**src/rtl/neopixel_pkg.sv**
```systemverilog
// Shared types for the NeoPixel frame path: frame layout, channel order and
// sequencer states.
package neopixel_pkg;

  localparam int NUM_PIXELS  = 5;
  localparam int NUM_ENTRIES = 63;

  typedef logic [23:0] pixel_t;
  typedef pixel_t [NUM_PIXELS-1:0] frame_t;

  // Channel order inside a pixel word: G in [23:16], R in [15:8], B in [7:0].
  typedef enum logic [1:0] {CH_G, CH_R, CH_B} channel_e;

  typedef enum logic [1:0] {WAIT, LOAD, PRESENT} state_e;

  // Channel of the following entry; wraps B back to G.
  function automatic channel_e next_channel(input channel_e ch);
    case (ch)
      CH_G:    return CH_R;
      CH_R:    return CH_B;
      default: return CH_G;
    endcase
  endfunction

endpackage

```
**src/rtl/tick_timer.sv**
```systemverilog
// Free-running refresh timer counting 0..TICK_CYCLES-1 while enabled; emits
// a one-cycle tick on the terminal count and wraps to 0.
module tick_timer #(
  parameter int TICK_CYCLES = 2_500_000
) (
  input  logic clock,
  input  logic reset,
  input  logic enable,
  input  logic clear,
  output logic tick
);

  localparam int CW = (TICK_CYCLES > 1) ? $clog2(TICK_CYCLES) : 1;
  localparam logic [CW-1:0] LAST = CW'(TICK_CYCLES - 1);

  logic [CW-1:0] count_q, count_d;

  // Next count: clear wins, otherwise advance while enabled and wrap at LAST.
  always_comb begin
    count_d = count_q;
    tick    = 1'b0;
    if (clear) begin
      count_d = '0;
    end else if (enable) begin
      if (count_q == LAST) begin
        tick    = 1'b1;
        count_d = '0;
      end else begin
        count_d = count_q + CW'(1);
      end
    end
  end

  // Count register.
  always_ff @(posedge clock or negedge reset) begin
    if (!reset) count_q <= '0;
    else        count_q <= count_d;
  end

endmodule

```
**src/rtl/pattern_loader.sv**
```systemverilog
// Walks the pattern arrays one entry per cycle, writing each color byte into
// one channel of the GRB frame register, and hands the finished frame to the
// serial driver.
//
// Handshake: frame_valid is registered and, once high, stays high with
// frame_data frozen until a cycle where frame_valid && frame_ready; the
// transfer happens on that clock edge and frame_valid is low afterwards.
module pattern_loader #(
  parameter int NUM_PIXELS  = 5,
  parameter int NUM_ENTRIES = 63,
  parameter int TICK_CYCLES = 2_500_000
) (
  input  logic                             clock,
  input  logic                             reset,
  input  logic [NUM_ENTRIES-1:0][7:0]      color_array,
  input  logic [NUM_ENTRIES-1:0][2:0]      pixel_array,
  input  logic [6:0]                       max_num_loads,
  input  logic [1:0]                       pattern_sel,
  input  logic                             hold,
  input  logic                             frame_ready,
  output logic [NUM_PIXELS-1:0][23:0]      frame_data,
  output logic                             frame_valid,
  output logic [5:0]                       load_index,
  output neopixel_pkg::state_e             state_dbg
);

  import neopixel_pkg::state_e;
  import neopixel_pkg::channel_e;
  import neopixel_pkg::WAIT;
  import neopixel_pkg::LOAD;
  import neopixel_pkg::PRESENT;
  import neopixel_pkg::CH_G;
  import neopixel_pkg::CH_R;
  import neopixel_pkg::next_channel;

  localparam logic [5:0] LAST_IDX = 6'(NUM_ENTRIES - 1);

  state_e                        state_q, state_d;
  logic [5:0]                    idx_q, idx_d;
  channel_e                      ch_q, ch_d;
  logic [6:0]                    cnt_q, cnt_d;
  logic [6:0]                    n_q, n_d;
  logic [NUM_PIXELS-1:0][23:0]   frame_q, frame_d;
  logic                          valid_q, valid_d;
  logic [1:0]                    pat_q, pat_d;
  logic                          pend_q, pend_d;

  logic       tick;
  logic       handshake;
  logic       apply;
  logic       timer_en;
  logic       timer_clr;
  logic [2:0] cur_pix;
  logic [7:0] cur_color;

  assign handshake = valid_q && frame_ready;
  // A pending restart waits for the handshake in PRESENT so valid never drops alone.
  assign apply     = pend_q && ((state_q != PRESENT) || handshake);
  assign timer_en  = (state_q == WAIT) && !hold && !pend_q;
  assign timer_clr = apply || handshake;
  assign cur_pix   = pixel_array[idx_q];
  assign cur_color = color_array[idx_q];

  tick_timer #(
    .TICK_CYCLES (TICK_CYCLES)
  ) u_tick_timer (
    .clock  (clock),
    .reset  (reset),
    .enable (timer_en),
    .clear  (timer_clr),
    .tick   (tick)
  );

  // Sequencer next state, frame writes and pattern-restart handling.
  always_comb begin
    state_d = state_q;
    idx_d   = idx_q;
    ch_d    = ch_q;
    cnt_d   = cnt_q;
    n_d     = n_q;
    frame_d = frame_q;
    valid_d = valid_q;
    pat_d   = pat_q;
    pend_d  = pend_q | (pattern_sel != pat_q);

    if (apply) begin
      state_d = WAIT;
      idx_d   = '0;
      ch_d    = CH_G;
      cnt_d   = '0;
      frame_d = '0;
      valid_d = 1'b0;
      pat_d   = pattern_sel;
      pend_d  = 1'b0;
    end else begin
      case (state_q)
        WAIT: begin
          if (tick) begin
            state_d = LOAD;
            n_d     = (max_num_loads == 7'd0) ? 7'd1 : max_num_loads;
          end
        end
        LOAD: begin
          if (!hold) begin
            // Out-of-range pixel indices match no slot, so the write is dropped.
            for (int p = 0; p < NUM_PIXELS; p++) begin
              if (cur_pix == 3'(p)) begin
                case (ch_q)
                  CH_G:    frame_d[p][23:16] = cur_color;
                  CH_R:    frame_d[p][15:8]  = cur_color;
                  default: frame_d[p][7:0]   = cur_color;
                endcase
              end
            end
            idx_d = (idx_q == LAST_IDX) ? 6'd0 : idx_q + 6'd1;
            ch_d  = next_channel(ch_q);
            if (cnt_q == n_q - 7'd1) begin
              cnt_d   = '0;
              state_d = PRESENT;
              valid_d = 1'b1;
            end else begin
              cnt_d = cnt_q + 7'd1;
            end
          end
        end
        PRESENT: begin
          if (handshake) begin
            valid_d = 1'b0;
            state_d = WAIT;
          end
        end
        default: state_d = WAIT;
      endcase
    end
  end

  // State, counters, frame and pattern-copy registers.
  always_ff @(posedge clock or negedge reset) begin
    if (!reset) begin
      state_q <= WAIT;
      idx_q   <= '0;
      ch_q    <= CH_G;
      cnt_q   <= '0;
      n_q     <= 7'd1;
      frame_q <= '0;
      valid_q <= 1'b0;
      pat_q   <= '0;
      pend_q  <= 1'b0;
    end else begin
      state_q <= state_d;
      idx_q   <= idx_d;
      ch_q    <= ch_d;
      cnt_q   <= cnt_d;
      n_q     <= n_d;
      frame_q <= frame_d;
      valid_q <= valid_d;
      pat_q   <= pat_d;
      pend_q  <= pend_d;
    end
  end

  assign frame_data  = frame_q;
  assign frame_valid = valid_q;
  assign load_index  = idx_q;
  assign state_dbg   = state_q;

endmodule

```
**config.mk**
```make
export PLATFORM = sky130hd
export DESIGN_NAME = pattern_loader
export DESIGN_NICKNAME = d
export VERILOG_FILES = /design/src/rtl/neopixel_pkg.sv /design/src/rtl/tick_timer.sv /design/src/rtl/pattern_loader.sv
export SDC_FILE = /design/constraint.sdc
export NUM_CORES = 1
export LEC_CHECK = 0
export BUFFER_PORTS_ARGS = -buffer_cell sky130_fd_sc_hd__clkbuf_2
export CELL_PAD_IN_SITES_DETAIL_PLACEMENT = 1
export CELL_PAD_IN_SITES_GLOBAL_PLACEMENT = 1
export CORE_AREA = 2 2 329 331
export DETAILED_ROUTE_END_ITERATION = 8
export DIE_AREA = 0 0 331 333
export GPL_ROUTABILITY_DRIVEN = 0
export PLACE_DENSITY_LB_ADDON = 0.3
export SLEW_MARGIN = 10
export SYNTH_ARGS = -nofsm -noshare
export SYNTH_HDL_FRONTEND = slang
export SYNTH_SLANG_ARGS = --single-unit
```
**constraint.sdc**
```tcl
create_clock -name clock -period 6.3 [get_ports clock]
set_input_delay 0.315 -clock clock [delete_from_list [all_inputs] [get_ports clock]]
set_output_delay 0.315 -clock clock [all_outputs]
set_load 0.01 [all_outputs]
```
==> flow_summary.yaml <==
outcome:
  status: "finished clean"
sta:
  tightestPinTransition_ps: 1230
  finalSetupTns_ps: 0
  slew_headroom_pct: 17.8
  worst_slack_ps: 1530
  count_of_endpoints_failing_hold_in_the_final_timing_report: 0
  pins_over_their_slew_limit: 0
  fin_worst_skew_ps: 14.9
  part_of_the_cycle_the_worst_path_needs_pct: 75.7
  final_period_minus_worst_setup_slack_ps: 4770
  grt_setup_unrepaired: "false"
  clock.fmax_ghz: 0.210
  setup_viol_count_final: 0
clock_tree:
  ctsRootBufferMaster: "sky130_fd_sc_hd__clkbuf_16"
  clock_tree_from_tritoncts: "yes"
  clk_path_buf_depth: 2
  cts-buffers-inserted: 17
  cts_post_setup_buffers_inserted: 0
  clock_insertion_delay_worst_skew_ps: 460
  cts.reportedPaths.clkPinSlew_ps: 80
  tritoncts_num_sinks: 170
  htree_num_levels: 4
setup_path:
  worst_ep_required_time_ps: 6670
  setup.worst_path.start_class: "flop"
  critical_path.startpoint: "load_index[1]$_DFFE_PN0P_"
  worst_ep_arrival_time_ps: 5130
  critical_path.reg2reg.startpoint: "load_index[1]$_DFFE_PN0P_"
  crit_path_max_fanout: 57
  classification_of_the_worst_setup_path: "reg2reg"
  critPathCaptureType: "flop"
place:
  dp_slack_ps: 1410
  place_hpwl_um: 77000
  numPortBuffers: 834
  placedCellCount: 3306
power:
  p_sw_mw: 1.19
  power.leakage_nw: 8.74
  clock_power_share_pct: 35.7
  total_power_mw: 3.29
  ir_worst_vdd_mv: 0.217
  power-per-cell-area_nw_per_um2: 165
  internal_power_mw: 2.10
  switching_share_pct: 36.1
  power.combinational.fraction_pct: 29.0
  share_seq_of_total_power_pct: 35.2
min_path:
  holdCritPathClass: "in2reg"
  min-delay-start: "pattern_sel[1]"
synth:
  ys_ff_latch: 170
  synthesized_area_um2: 13600
  number_of_enable_flip_flop_cells_after_synthesis: 0
  synth_fp_nets: 1846
  post-synth-top-area-fraction_pct: 31.2
  dominantRegCellSynth: "sky130_fd_sc_hd__dfrtp_1"
  post-synth-top-area-cell: "sky130_fd_sc_hd__dfrtp_1"
  synth_seq_area_share_pct: 31.4
  mean_post_synth_cell_area_um2: 12.0
  synthesis.instances: 1135
  yosys.cell_types.count: 72
  ys_warn_count: 0
  synthTopCellsByArea: "sky130_fd_sc_hd__dfrtp_1 31%, sky130_fd_sc_hd__mux4_2 30%, sky130_fd_sc_hd__mux2i_1 9.4%, sky130_fd_sc_hd__nand2_1 5.5%, sky130_fd_sc_hd__nor4_4 1.9%"
  synth-async-reset-ratio_pct: 100
die:
  die_h_um: 333
  fp.dieW_um: 331
  full_die_area_um2: 110000
  fp-row-count: 120
  core_area_um2: 107000
  starting_utilization_of_the_core_area_pct: 12.7
  top_level_ports: 835
drt:
  post_drt_via_cell_ratio: 4.12
  vias: 13800
  routed_wirelength_um: 90400
  antenna_left: 0
  wire_per_inst_um: 27.0
  detail_route.first_pass.iterations: 4
  drt-initial-drc-count: 728
  post-route-drc-count: 0
global_routing:
  first_global_vias: 15700
  wire_length_of_the_first_global_routing_pass_um: 123000
  antenna_found_initial: 41
  grt_start_max_net_pins: 135
  overflow: 0
  global_route.usage.total_pct: 16.0
cells_and_area:
  areaGrowthSynthToFinish_pct: 46.8
  layout-drive-gt1-share_pct: 58.0
  design.final.nets: 2634
  finalNonFillerCells: 3351
job:
  drv_cap: 0
-- worst max-delay path, cell delays in order (launching register included) --
cell and delay, ps:
sky130_fd_sc_hd__dfrtp_4 990, sky130_fd_sc_hd__buf_4 600, sky130_fd_sc_hd__buf_4 570, sky130_fd_sc_hd__mux4_2 330
sky130_fd_sc_hd__mux4_2 300, sky130_fd_sc_hd__nand2b_1 120, sky130_fd_sc_hd__o31ai_1 80, sky130_fd_sc_hd__a31oi_1 600
sky130_fd_sc_hd__nand2_1 620, sky130_fd_sc_hd__mux2i_1 320
-- routing by layer --
metal	vias to the layer above	routed length [µm]	track usage (%)	part of all wire, %
met5	-	13	0	0.014
met4	2	2940	5.23	3.3
met3	116	4260	2.31	4.7
met2	626	48400	30.0	54
met1	7011	34700	18.3	38
li1	6054	-	-	-
-- state kept, by name, summed over array words and instances (netlist names) --
register and count:
frame_data 120, state_dbg 2, frame_valid 1, load_index 6
pend_q 1, cnt_q 7, u_tick_timer.count_q 22, pat_q 2
ch_q 2, n_q 7
-- repair_timing --
item                       in CTS  in global routing
hold endpoints to repair       87                  0
hold buffers                    1                  0
gates resized for setup         0                  0
setup endpoints to repair       0                  0
-- placed cells by master, fill, tap and decap left out, drive strengths merged, types with 15 or more instances in the layout --
cell type,synthesis,final
clkbuf,33,850
nand2,199,199
mux4,182,182
dfrtp,169,169
mux2i,127,127
nor2,46,46
o21ai,43,43
buf,62,30
o22ai,25,25
nand3,18,18
mux2,17,17
nor4,17,17
inv,7,15
-- per-stage QoR --
| step | util, % | instance area [µm²] | hold WS, ps |
|---|---|---|---|
| 6_report | 18.7 | 19900 | 75.1 |
| 5_1_grt | 18.7 | 19900 | 75.9 |
| 4_1_cts | 18.7 | 19900 | 45.7 |
| 3_5_place_dp | 18.0 | 19200 | 489 |
| 3_3_place_gp | 18.0 | 19200 | 477 |
| 2_1_floorplan | - | 13600 | 19.4 |
-- kinds of logic (layout without fill, tap and decap cells) --
| family | Yosys count | count (layout) | synth area share [%] |
|---|---|---|---|
| simple gates | 346 | 346 | 12.8 |
| mux | 326 | 326 | 41.1 |
| flops | 170 | 170 | 31.4 |
| compound gates | 160 | 160 | 8.37 |
| buf+inv | 103 | 904 | 4.25 |
| xor+xnor | 25 | 25 | 1.61 |
| fa+ha+maj | 5 | 5 | 0.461 |
| other cells | 0 | 12 | 0 |
-- power groups by stage --
stage	Sequential [mW]	Combinational, mW	Clock [mW]
floorplan	1.18	0.443	0
finish	1.16	0.955	1.17
global route	1.16	1.05	1.26
CTS	1.16	0.995	1.22
global placement	1.18	0.976	0
detailed placement	1.18	0.991	0
-- area by class of cell --
| cell class | count | area (µm²) |
|---|---|---|
| Antenna cell | 12 | 30.0 |
| Clock buffer | 17 | 425 |
| Clock inverter | 15 | 216 |
| Fill cell | 12500 | 86700 |
| Inverter | 8 | 32.5 |
| Multi-Input combinational cell | 862 | 8760 |
| Sequential cell | 170 | 4270 |
| Tap cell | 1403 | 1760 |
| Timing Repair Buffer | 864 | 4430 |
-- path summary, 6_finish.rpt --
| check | endpoint | slack (ps) | cells after the start |
|---|---|---|---|
| worst min register to register | pat_q[0]$_DFFE_PN0N_ | 510 | 2 |
| max in group asynchronous | load_index[0]$_DFFE_PN0P_ | 4310 | 3 |
| worst max register to register | frame_data[23]$_DFFE_PN0P_ | 1530 | 9 |
| min in group asynchronous | frame_data[55]$_DFFE_PN0P_ | 520 | 2 |
| worst max-delay path | frame_data[23]$_DFFE_PN0P_ | 1530 | 9 |
| worst min-delay path | pat_q[1]$_DFFE_PN0N_ | 80 | 3 |
-- cell usage after synthesis (5+ instances only) --
| library cell | number |
|---|---|
| sky130_fd_sc_hd__nor4_4 | 12 |
| sky130_fd_sc_hd__mux2_2 | 17 |
| sky130_fd_sc_hd__o22ai_1 | 25 |
| sky130_fd_sc_hd__inv_1 | 7 |
| sky130_fd_sc_hd__a31oi_1 | 7 |
| sky130_fd_sc_hd__xnor2_1 | 12 |
| sky130_fd_sc_hd__dfrtp_1 | 169 |
| sky130_fd_sc_hd__ha_1 | 5 |
| sky130_fd_sc_hd__mux2i_1 | 127 |
| sky130_fd_sc_hd__mux4_2 | 178 |
| sky130_fd_sc_hd__clkbuf_1 | 33 |
| sky130_fd_sc_hd__a22o_1 | 5 |
| sky130_fd_sc_hd__a21oi_1 | 13 |
| sky130_fd_sc_hd__nor3_1 | 8 |
| sky130_fd_sc_hd__a22oi_1 | 14 |
| sky130_fd_sc_hd__nand4_1 | 8 |
| sky130_fd_sc_hd__nor2_1 | 46 |
| sky130_fd_sc_hd__buf_2 | 26 |
| sky130_fd_sc_hd__xor2_1 | 13 |
| sky130_fd_sc_hd__nor2b_1 | 10 |
| sky130_fd_sc_hd__nand2b_1 | 5 |
| sky130_fd_sc_hd__nand2_1 | 199 |
| sky130_fd_sc_hd__buf_4 | 25 |
| sky130_fd_sc_hd__and3_1 | 5 |
| sky130_fd_sc_hd__a221oi_1 | 5 |
| sky130_fd_sc_hd__o21ai_0 | 39 |
| sky130_fd_sc_hd__a221o_1 | 9 |
| sky130_fd_sc_hd__and2_1 | 8 |
| sky130_fd_sc_hd__nand3_1 | 18 |
(Power assumes the default switching activity.)
